## config.mk

```make
export PLATFORM = sky130hd
export DESIGN_NAME = reorder_buffer_n
export DESIGN_NICKNAME = d
export VERILOG_FILES = /design/src/rtl/reorder_buffer_n.sv
export SDC_FILE = /design/constraint.sdc
export NUM_CORES = 1
export LEC_CHECK = 0
export ABC_AREA = 0
export BUFFER_PORTS_ARGS = -buffer_cell sky130_fd_sc_hd__buf_2
export CAP_MARGIN = 20
export CORE_MARGIN = 2
export CORE_UTILIZATION = 25
export DETAILED_ROUTE_END_ITERATION = 10
export PLACE_DENSITY = 0.51
export SLEW_MARGIN = 20
export SYNTH_ARGS = -nofsm -noshare
export SYNTH_HDL_FRONTEND = slang
export SYNTH_HIERARCHICAL = 1
export SYNTH_SLANG_ARGS = --single-unit
```

## constraint.sdc

```tcl
create_clock -name clk -period 4.3 [get_ports clk]
set_input_delay 0.215 -clock clk [delete_from_list [all_inputs] [get_ports clk]]
set_output_delay 0.215 -clock clk [all_outputs]
set_load 0.02 [all_outputs]
```

## src/rtl/reorder_buffer_n.sv

```systemverilog
// Reorder buffer: circular queue of in-flight instructions with multi-port
// result broadcast, in-order commit, full flush and partial squash.

// One ROB slot. Allocation takes priority over a result write. Flush only
// clears the busy bit; a freed slot's payload is never observed.
module rob_entry #(
  parameter int DATA_W = 16,
  parameter int INST_W = 16
) (
  input  logic              clk,
  input  logic              reset,
  input  logic              flush,
  input  logic              alloc,
  input  logic [INST_W-1:0] alloc_inst,
  input  logic [2:0]        alloc_dest,
  input  logic              alloc_predict,
  input  logic              wr,
  input  logic [DATA_W-1:0] wr_value,
  input  logic              wr_taken,
  input  logic              kill,
  output logic              busy,
  output logic [DATA_W-1:0] value,
  output logic              taken,
  output logic [INST_W-1:0] inst,
  output logic [2:0]        dest,
  output logic              predict
);

  // Slot state: allocate, complete from the CDB, or drop on squash.
  always_ff @(posedge clk or posedge reset) begin
    if (reset) begin
      busy    <= 1'b0;
      value   <= '0;
      taken   <= 1'b0;
      inst    <= '0;
      dest    <= '0;
      predict <= 1'b0;
    end else if (flush) begin
      busy <= 1'b0;
    end else if (alloc) begin
      busy    <= 1'b1;
      value   <= '0;
      taken   <= 1'b0;
      inst    <= alloc_inst;
      dest    <= alloc_dest;
      predict <= alloc_predict;
    end else if (wr) begin
      busy  <= 1'b0;
      value <= wr_value;
      taken <= wr_taken;
    end else if (kill) begin
      busy <= 1'b0;
    end
  end

endmodule

module reorder_buffer_n #(
  parameter int  DEPTH   = 8,
  parameter int  DATA_W  = 16,
  parameter int  INST_W  = 16,
  parameter int  NUM_CDB = 2,
  localparam int IW      = $clog2(DEPTH)
) (
  input  logic                      clk,
  input  logic                      reset,
  input  logic                      alloc_req,
  input  logic [INST_W-1:0]         alloc_inst,
  input  logic [2:0]                alloc_dest,
  input  logic                      alloc_predict,
  output logic [IW-1:0]             alloc_idx,
  input  logic [NUM_CDB-1:0]        cdb_valid,
  input  logic [NUM_CDB*IW-1:0]     cdb_idx,
  input  logic [NUM_CDB*DATA_W-1:0] cdb_value,
  input  logic [NUM_CDB-1:0]        cdb_taken,
  input  logic                      commit,
  input  logic                      flush,
  input  logic                      squash,
  input  logic [IW-1:0]             squash_idx,
  output logic                      head_ready,
  output logic [IW-1:0]             head_idx,
  output logic [DATA_W-1:0]         head_value,
  output logic [2:0]                head_dest,
  output logic [INST_W-1:0]         head_inst,
  output logic                      head_predict,
  output logic                      head_taken,
  output logic [IW:0]               count,
  output logic                      empty,
  output logic                      full
);

  logic [IW-1:0] head_q, tail_q;
  logic [IW:0]   count_q;

  logic [DEPTH-1:0]             busy;
  logic [DEPTH-1:0][DATA_W-1:0] value;
  logic [DEPTH-1:0]             taken;
  logic [DEPTH-1:0][INST_W-1:0] inst;
  logic [DEPTH-1:0][2:0]        dest;
  logic [DEPTH-1:0]             predict;

  // Squash is honoured only when squash_idx names a live entry; its age
  // offset from head decides which entries survive.
  logic [IW-1:0] sq_off;
  logic          sq_ok, do_alloc, do_commit;

  assign sq_off    = squash_idx - head_q;
  assign sq_ok     = squash && ({1'b0, sq_off} < count_q);
  assign full      = (count_q == (IW+1)'(DEPTH));
  assign empty     = (count_q == '0);
  assign head_ready = !empty && !busy[head_q];
  assign do_alloc  = alloc_req && !full && !sq_ok;
  assign do_commit = commit && head_ready && !sq_ok;

  assign alloc_idx    = tail_q;
  assign count        = count_q;
  assign head_idx     = head_q;
  assign head_value   = value[head_q];
  assign head_dest    = dest[head_q];
  assign head_inst    = inst[head_q];
  assign head_predict = predict[head_q];
  assign head_taken   = taken[head_q];

  // Queue pointers and occupancy; flush beats squash beats alloc/commit.
  always_ff @(posedge clk or posedge reset) begin
    if (reset) begin
      head_q  <= '0;
      tail_q  <= '0;
      count_q <= '0;
    end else if (flush) begin
      head_q  <= '0;
      tail_q  <= '0;
      count_q <= '0;
    end else if (sq_ok) begin
      tail_q  <= squash_idx + IW'(1);
      count_q <= {1'b0, sq_off} + (IW+1)'(1);
    end else begin
      if (do_alloc)  tail_q <= tail_q + IW'(1);
      if (do_commit) head_q <= head_q + IW'(1);
      if (do_alloc && !do_commit)      count_q <= count_q + (IW+1)'(1);
      else if (!do_alloc && do_commit) count_q <= count_q - (IW+1)'(1);
    end
  end

  for (genvar i = 0; i < DEPTH; i++) begin : g_ent
    logic [IW-1:0]     off;
    logic              occ, keep, at_tail, hit, hit_taken;
    logic [DATA_W-1:0] hit_value;

    assign off     = IW'(i) - head_q;
    assign occ     = ({1'b0, off} < count_q);
    assign keep    = !sq_ok || (off <= sq_off);
    assign at_tail = do_alloc && (tail_q == IW'(i));

    // CDB port select for this slot; scanning high to low lets port 0 win.
    always_comb begin
      hit       = 1'b0;
      hit_value = '0;
      hit_taken = 1'b0;
      for (int k = NUM_CDB-1; k >= 0; k--) begin
        if (cdb_valid[k] && (cdb_idx[k*IW +: IW] == IW'(i))) begin
          hit       = 1'b1;
          hit_value = cdb_value[k*DATA_W +: DATA_W];
          hit_taken = cdb_taken[k];
        end
      end
    end

    rob_entry #(.DATA_W(DATA_W), .INST_W(INST_W)) u_ent (
      .clk           (clk),
      .reset         (reset),
      .flush         (flush),
      .alloc         (at_tail),
      .alloc_inst    (alloc_inst),
      .alloc_dest    (alloc_dest),
      .alloc_predict (alloc_predict),
      .wr            (hit && occ && busy[i] && keep && !at_tail),
      .wr_value      (hit_value),
      .wr_taken      (hit_taken),
      .kill          (sq_ok && occ && !keep),
      .busy          (busy[i]),
      .value         (value[i]),
      .taken         (taken[i]),
      .inst          (inst[i]),
      .dest          (dest[i]),
      .predict       (predict[i])
    );
  end

endmodule
```

# == Word-level counts from Yosys, hierarchy flattened ==
# Index checks and enable logic that the tools add are counted.
# word_totals
register_bits,314
latch_bits,0
ram_bits,0
romBits,0
input_bits,71
output_inout_bits,50
elab_cells,392
n_memories,0
# op_classes
add_sub_neg,15
multipliers,0
div_mod_pow,0
order_cmp,18
n_eq_ne,23
n_shift,0
n_mux,134
n_bitwise,1
n_reduce_logical,150
# ops
op,n
2-to-1 mux 16 bit,34
binary-select mux 16 bit (select 3 bit),2
2-to-1 mux 1 bit,83
logical AND 1 bit,80
equality test 3 bit (second input constant),12
< comparator 3 x 4 -> 1 bit,9
nonzero test 4 bit,9
AND reduction 2 bit,17
less-or-equal comparator 3 bit,8
zero test 1 bit,22
2-to-1 mux 3 bit,7
equality test 3 x 2 -> 1 bit (second input constant),6
nonzero test 2 bit,9
2-to-1 mux 4 bit,4
subtractor 3 bit (first input constant),4
adder 3 x 1 -> 3 bit (second input constant),3
binary-select mux 1 bit (select 3 bit),3
binary-select mux 3 bit (select 3 bit),1
equality test 3 x 1 -> 1 bit (second input constant),3
zero test 3 bit,3
logical OR 1 bit,8
subtractor 1 x 3 -> 3 bit (first input constant),2
subtractor 2 x 3 -> 3 bit (first input constant),2
adder 3 x 1 -> 4 bit (second input constant),1
9 further kinds,9

# == Depth between registers and ports, before layout ==
# logic_depth
word_depth,11
depth_mapped,19
mapped_depth_nobuf,19

# == Hierarchy ==
# Netlist, hierarchy kept.
# by_module_without_submodules
mod,n_inst,cells_per_inst,area_each_um2,seq_area_each_um2
rob_entry,8,120,1564.0,950.9
reorder_buffer_n,1,670,5607.9,250.2

# == Worst setup path before layout ==
# Ideal clock, no wire load.
# synth_path
path_kind,reg-to-reg
from,"reg head_q[1], in the netlist head_idx[1]"
to,"reg count_q[3], in the netlist count[3]"
setup_ps,96
arrival_ps,4361
required_ps,4204
slack_ps,-156
stages_incl_launch_ff,20
n_path_buf,2
period_less_slack_ps,4456
cell_sequence,dfrtp_1 > buf_6 > clkbuf_1 > inv_1 > fa_1 > xnor2_1 > xnor2_1 > ha_1 > or3b_1 > o2bb2ai_2 > nor4_4 > inv_1 > ha_1 > inv_1 > ha_1 > nand3_1 > a211oi_1 > a31oi_1 > xor2_1 > o31ai_1
# synth_between
elab_chain_len,11
elab_cells_between_ends,20
classes_between,add/sub (2); order compare (1); mux (5); reduce/logical (12)
# synth_rtl
item,line,rtl
"start, declared",92,"logic [IW-1:0] head_q, tail_q;"
"start signal, assigned",139,if (do_commit) head_q <= head_q + IW'(1);
branches (longest 11 deep; another with < comparator 3 x 4 -> 1 bit),n/a,
"end signal, assigned",136,"count_q <= {1'b0, sq_off} + (IW+1)'(1);"
"end signal, assigned",140,if (do_alloc && !do_commit) count_q <= count_q + (IW+1)'(1);
"end signal, assigned",141,else if (!do_alloc && do_commit) count_q <= count_q - (IW+1)'(1);
"end, declared",93,logic [IW:0] count_q;
# Parallel ways; which one is timed is not known. The select of a mux whose other input is x is not followed.
# A chain may end at the register's enable or synchronous reset.

# == Worst setup path in the final report ==
# layout_path
from,"reg head_q[0], in the netlist head_idx[0]"
to,reg g_ent[5].u_ent.value[6]
# layout_between
elab_chain_len,10
elab_cells_between_ends,18
classes_between,add/sub (2); order compare (3); mux (1); reduce/logical (12)
# layout_rtl
item,line,rtl
subtractor 3 bit *,107,assign sq_off = squash_idx - head_q;
< comparator 3 x 4 -> 1 bit *,108,"assign sq_ok = squash && ({1'b0, sq_off} < count_q);"
logical AND 1 bit *,108,
zero test 1 bit *,112,assign do_alloc = alloc_req && !full && !sq_ok;
logical AND 1 bit *,112,
logical AND 1 bit *,153,assign at_tail = do_alloc && (tail_q == IW'(i));
net g_ent[5].at_tail,147,"logic occ, keep, at_tail, hit, hit_taken;"
zero test 1 bit,177,".wr (hit && occ && busy[i] && keep && !at_tail),"
logical AND 1 bit,177,
nonzero test 2 bit (no line),n/a,
AND reduction 2 bit (no line),n/a,
"end signal, assigned",49,value <= wr_value;
"end, declared",22,"output logic [DATA_W-1:0] value,"
# Mark *: on every way through the listed nets, which the timed path passes. The rest lies on a longest branch.

==> impl_metrics.env <==
export IMPL_worst_setup_path_type="reg -> reg"
export IMPL_synth_fa_ha_area_share_pct=2.71
export IMPL_max_vdd_ir_drop_uv=312
export IMPL_path_max_fanout=8
export IMPL_grt_overflow=0
export IMPL_async_flop_share_pct=100
export IMPL_cts_setup_buffers=0
export IMPL_synth_nets=1739
export IMPL_cp_end_kind="flip-flop"
export IMPL_slowest_stage="nor3b_2"
export IMPL_grt_start_max_net_pins=143
export IMPL_crit_family="simple AND/OR/NAND/NOR gates"
export IMPL_layout_nets=1845
export IMPL_relSlewSlack_pct=30.0
export IMPL_wl_mm=61.8
export IMPL_viasPerCell=5.20
export IMPL_first_iter_violations=1053
export IMPL_ys_ff_latch=314
export IMPL_initial_core_util_pct=25.3
export IMPL_path_buf_inv=2
export IMPL_htreeDepth=2
export IMPL_finClkSkew_ns=0.0306
export IMPL_ys_seq_area_share_pct=43.4
export IMPL_io_buffers=120
export IMPL_rows=98
export IMPL_vias=14100
export IMPL_setup_viol=0
export IMPL_layout_common_cells="dfrtp_1, nand2_1, a22o_1"
export IMPL_netlist_area_leader_share_pct=43.4
export IMPL_postSynthCellCount=1630
export IMPL_gp_congestion=0.848
export IMPL_fp_coreArea_mm2=0.0716
export IMPL_yosys_area_share_simple_pct=11.8
export IMPL_synth_top_family_by_area="multiplexers"
export IMPL_synth_edf_count=0
export IMPL_multi_input_area_mm2=0.00928
export IMPL_yosys_warnings=6
export IMPL_tightest_slew_ns=1.05
export IMPL_finalCritPeriodShare_pct=97.6
export IMPL_dpl_cell_area_mm2=0.0199
export IMPL_die_area_mm2=0.0746
export IMPL_cts_root_buf="clkbuf_16"
export IMPL_synth_top_area_cell="dfrtp_1"
export IMPL_die_w_um=273
export IMPL_p_leak_nw=9.57
export IMPL_cts_sinks=314
export IMPL_syn_area_per_cell_um2=11.1
export IMPL_ys_types=53
export IMPL_finalHoldViolations=0
export IMPL_path_clk_slew_ns=0.05
export IMPL_critical_path_most_common_cell="ha_1"
export IMPL_p_per_area_mw_per_mm2=556
export IMPL_fin_area_mm2=0.0214
export IMPL_drive_gt1_share_pct=30.4
export IMPL_seq_area_mm2=0.00787
export IMPL_clock_latency_ns=0.58
export IMPL_wl_per_cell_um=22.8
export IMPL_drt_antenna_violating_nets=0
export IMPL_synthMuxAreaShare_pct=19.6
export IMPL_dp_cells=2623
export IMPL_fin_crit_ns=4.20
export IMPL_die_h_um=273
export IMPL_cp_start_kind="flip-flop"
export IMPL_crit_chain="ha_1 -> inv_1 -> fa_1 -> xnor2_1 -> xnor2_2 -> ha_1 -> or3b_1 -> a2bb2oi_2 -> buf_4 -> nand3_1 -> nor2_1 -> nor4_2 -> nor3b_2 -> a22o_1"
export IMPL_area_growth_pct=17.9
export IMPL_synth_compound_area_share_pct=15.9
export IMPL_ioPinCount=121
export IMPL_synth_xor_area_share_pct=0.725
export IMPL_numCtsBuffers=40
export IMPL_antenna_found_initial=3
export IMPL_crit_arrival_ns=4.70
export IMPL_drc=0
export IMPL_fillers=7390
export IMPL_cts_tree="done"
export IMPL_grt_usage_pct=16.6
export IMPL_status="finished, final reports clean"
export IMPL_cts_buffer_depth=3
export IMPL_finalCoreUtilization_pct=29.8
export IMPL_netlist_area_mm2=0.0181
export IMPL_synthFlopType="dfrtp_1"
export IMPL_finalSetupTns_ns=0
export IMPL_min_path_type="in -> reg"
export IMPL_grt_pass1_wl_mm=94.3
export IMPL_final_common_cell="dfrtp_1"
export IMPL_hpwl_mm=41.4
export IMPL_dr_pass1_iters=5
export IMPL_crit_path_max_incr_delay_ns=0.71
export IMPL_synth_area_leaders="dfrtp_1, mux2_2, mux4_2"
export IMPL_critical_path_required_ns=4.80
export IMPL_fin_cells=2715
export IMPL_drv_cap=0
export IMPL_finalMaxSlewViolations=0
export IMPL_grt_pass1_vias=14600
export IMPL_clock_fmax_mhz=238
export IMPL_ff2ff_setup_slack_ns=0.10
==> report_power, final <==
| part | leakage [nW] | internal, mW | total [mW] | switching, mW |
|---|---|---|---|---|
| registers | 3.82 | 3.76 | 4.26 | 0.493 |
| clock network | 0.618 | 1.87 | 3.25 | 1.38 |
| logic | 5.13 | 2.04 | 4.36 | 2.32 |
| total | 9.57 | 7.68 | 11.9 | 4.19 |
==> logic make-up after synthesis <==
group / count (synthesis)
xor gates and xnor gates: 15
and+or+nand+nor: 414
adders and majority gates: 38
muxes: 240
buffers and inverters: 262
DFF: 314
AOI/OAI and AO/OA: 347
==> flip-flops by register name (all words and copies together), names as in the netlist <==
register             cells
g_ent.u_ent/value      128
g_ent.u_ent/taken        8
count                    4
g_ent.u_ent/busy         8
alloc_idx                3
head_idx                 3
g_ent.u_ent/predict      8
g_ent.u_ent/inst       128
g_ent.u_ent/dest        24
==> through the flow <==
step / total power, mW / setup WS, ns / hold slack, ns
floorplan: 7.34 / 0.0162 / 0.0552
global placement: 8.53 / 0.283 / 0.328
detailed placement: 8.67 / 0.216 / 0.349
CTS: 12.0 / 0.199 / 0.0141
global route: 12.6 / -0.0599 / 0.0826
finish: 11.9 / 0.101 / 0.0411
==> final cells by class <==
class / instances / area share [%]
Clock inverter: 12 / 0.562
Inverter: 120 / 2.12
Tap cell: 950 / 5.56
Clock buffer: 58 / 5.38
Antenna cell: 1 / 0.0117
Timing Repair Buffer: 206 / 6.11
Sequential cell: 314 / 36.8
Multi-Input combinational cell: 1054 / 43.4
==> worst register-to-register path, delay by kind of cell (launching register included) <==
family / cells / cell delay (ns)
simple gates: 5 / 1.86
fa+ha+maj: 3 / 0.78
compound gates: 2 / 0.43
xor+xnor: 2 / 0.42
flops: 1 / 0.40
buf+inv: 2 / 0.24
==> per-layer routing <==
layer  track usage (%)  wire [um]
met1              23.4      27900
met2              26.1      28300
met3              3.41       4650
met4              3.70       1020
met5                 0          0
==> path summary, 6_finish.rpt <==
kind | cells past startpoint | endpoint | startpoint
hold / removal | 4 | alloc_idx[0] | squash_idx[0]
setup reg to reg | 14 | g_ent[5].u_ent/value[6] | head_idx[0]
setup / recovery | 14 | g_ent[5].u_ent/value[6] | head_idx[0]
max in group asynchronous | 4 | g_ent[7].u_ent/value[7] | reset
hold reg to reg | 1 | g_ent[6].u_ent/dest[1] | g_ent[6].u_ent/dest[1]
min in group asynchronous | 3 | head_idx[1] | reset
==> synth_stat cells (36+ instances only) <==
cell / n
a22o_1: 192
buf_1: 45
clkbuf_1: 64
dfrtp_1: 314
ha_1: 36
inv_1: 118
mux2_2: 152
mux4_2: 75
nand2_1: 205
nand3b_1: 80
nor2_1: 42
o221ai_1: 81
==> timing repair <==
| item | CTS | global route |
|---|---|---|
| setup endpoints to repair | 0 | 1 |
| hold buffers | 21 | 0 |
| endpoints found under the hold margin | 394 | 0 |
| gates resized for setup | 0 | 1 |
(Power assumes the default switching activity.)
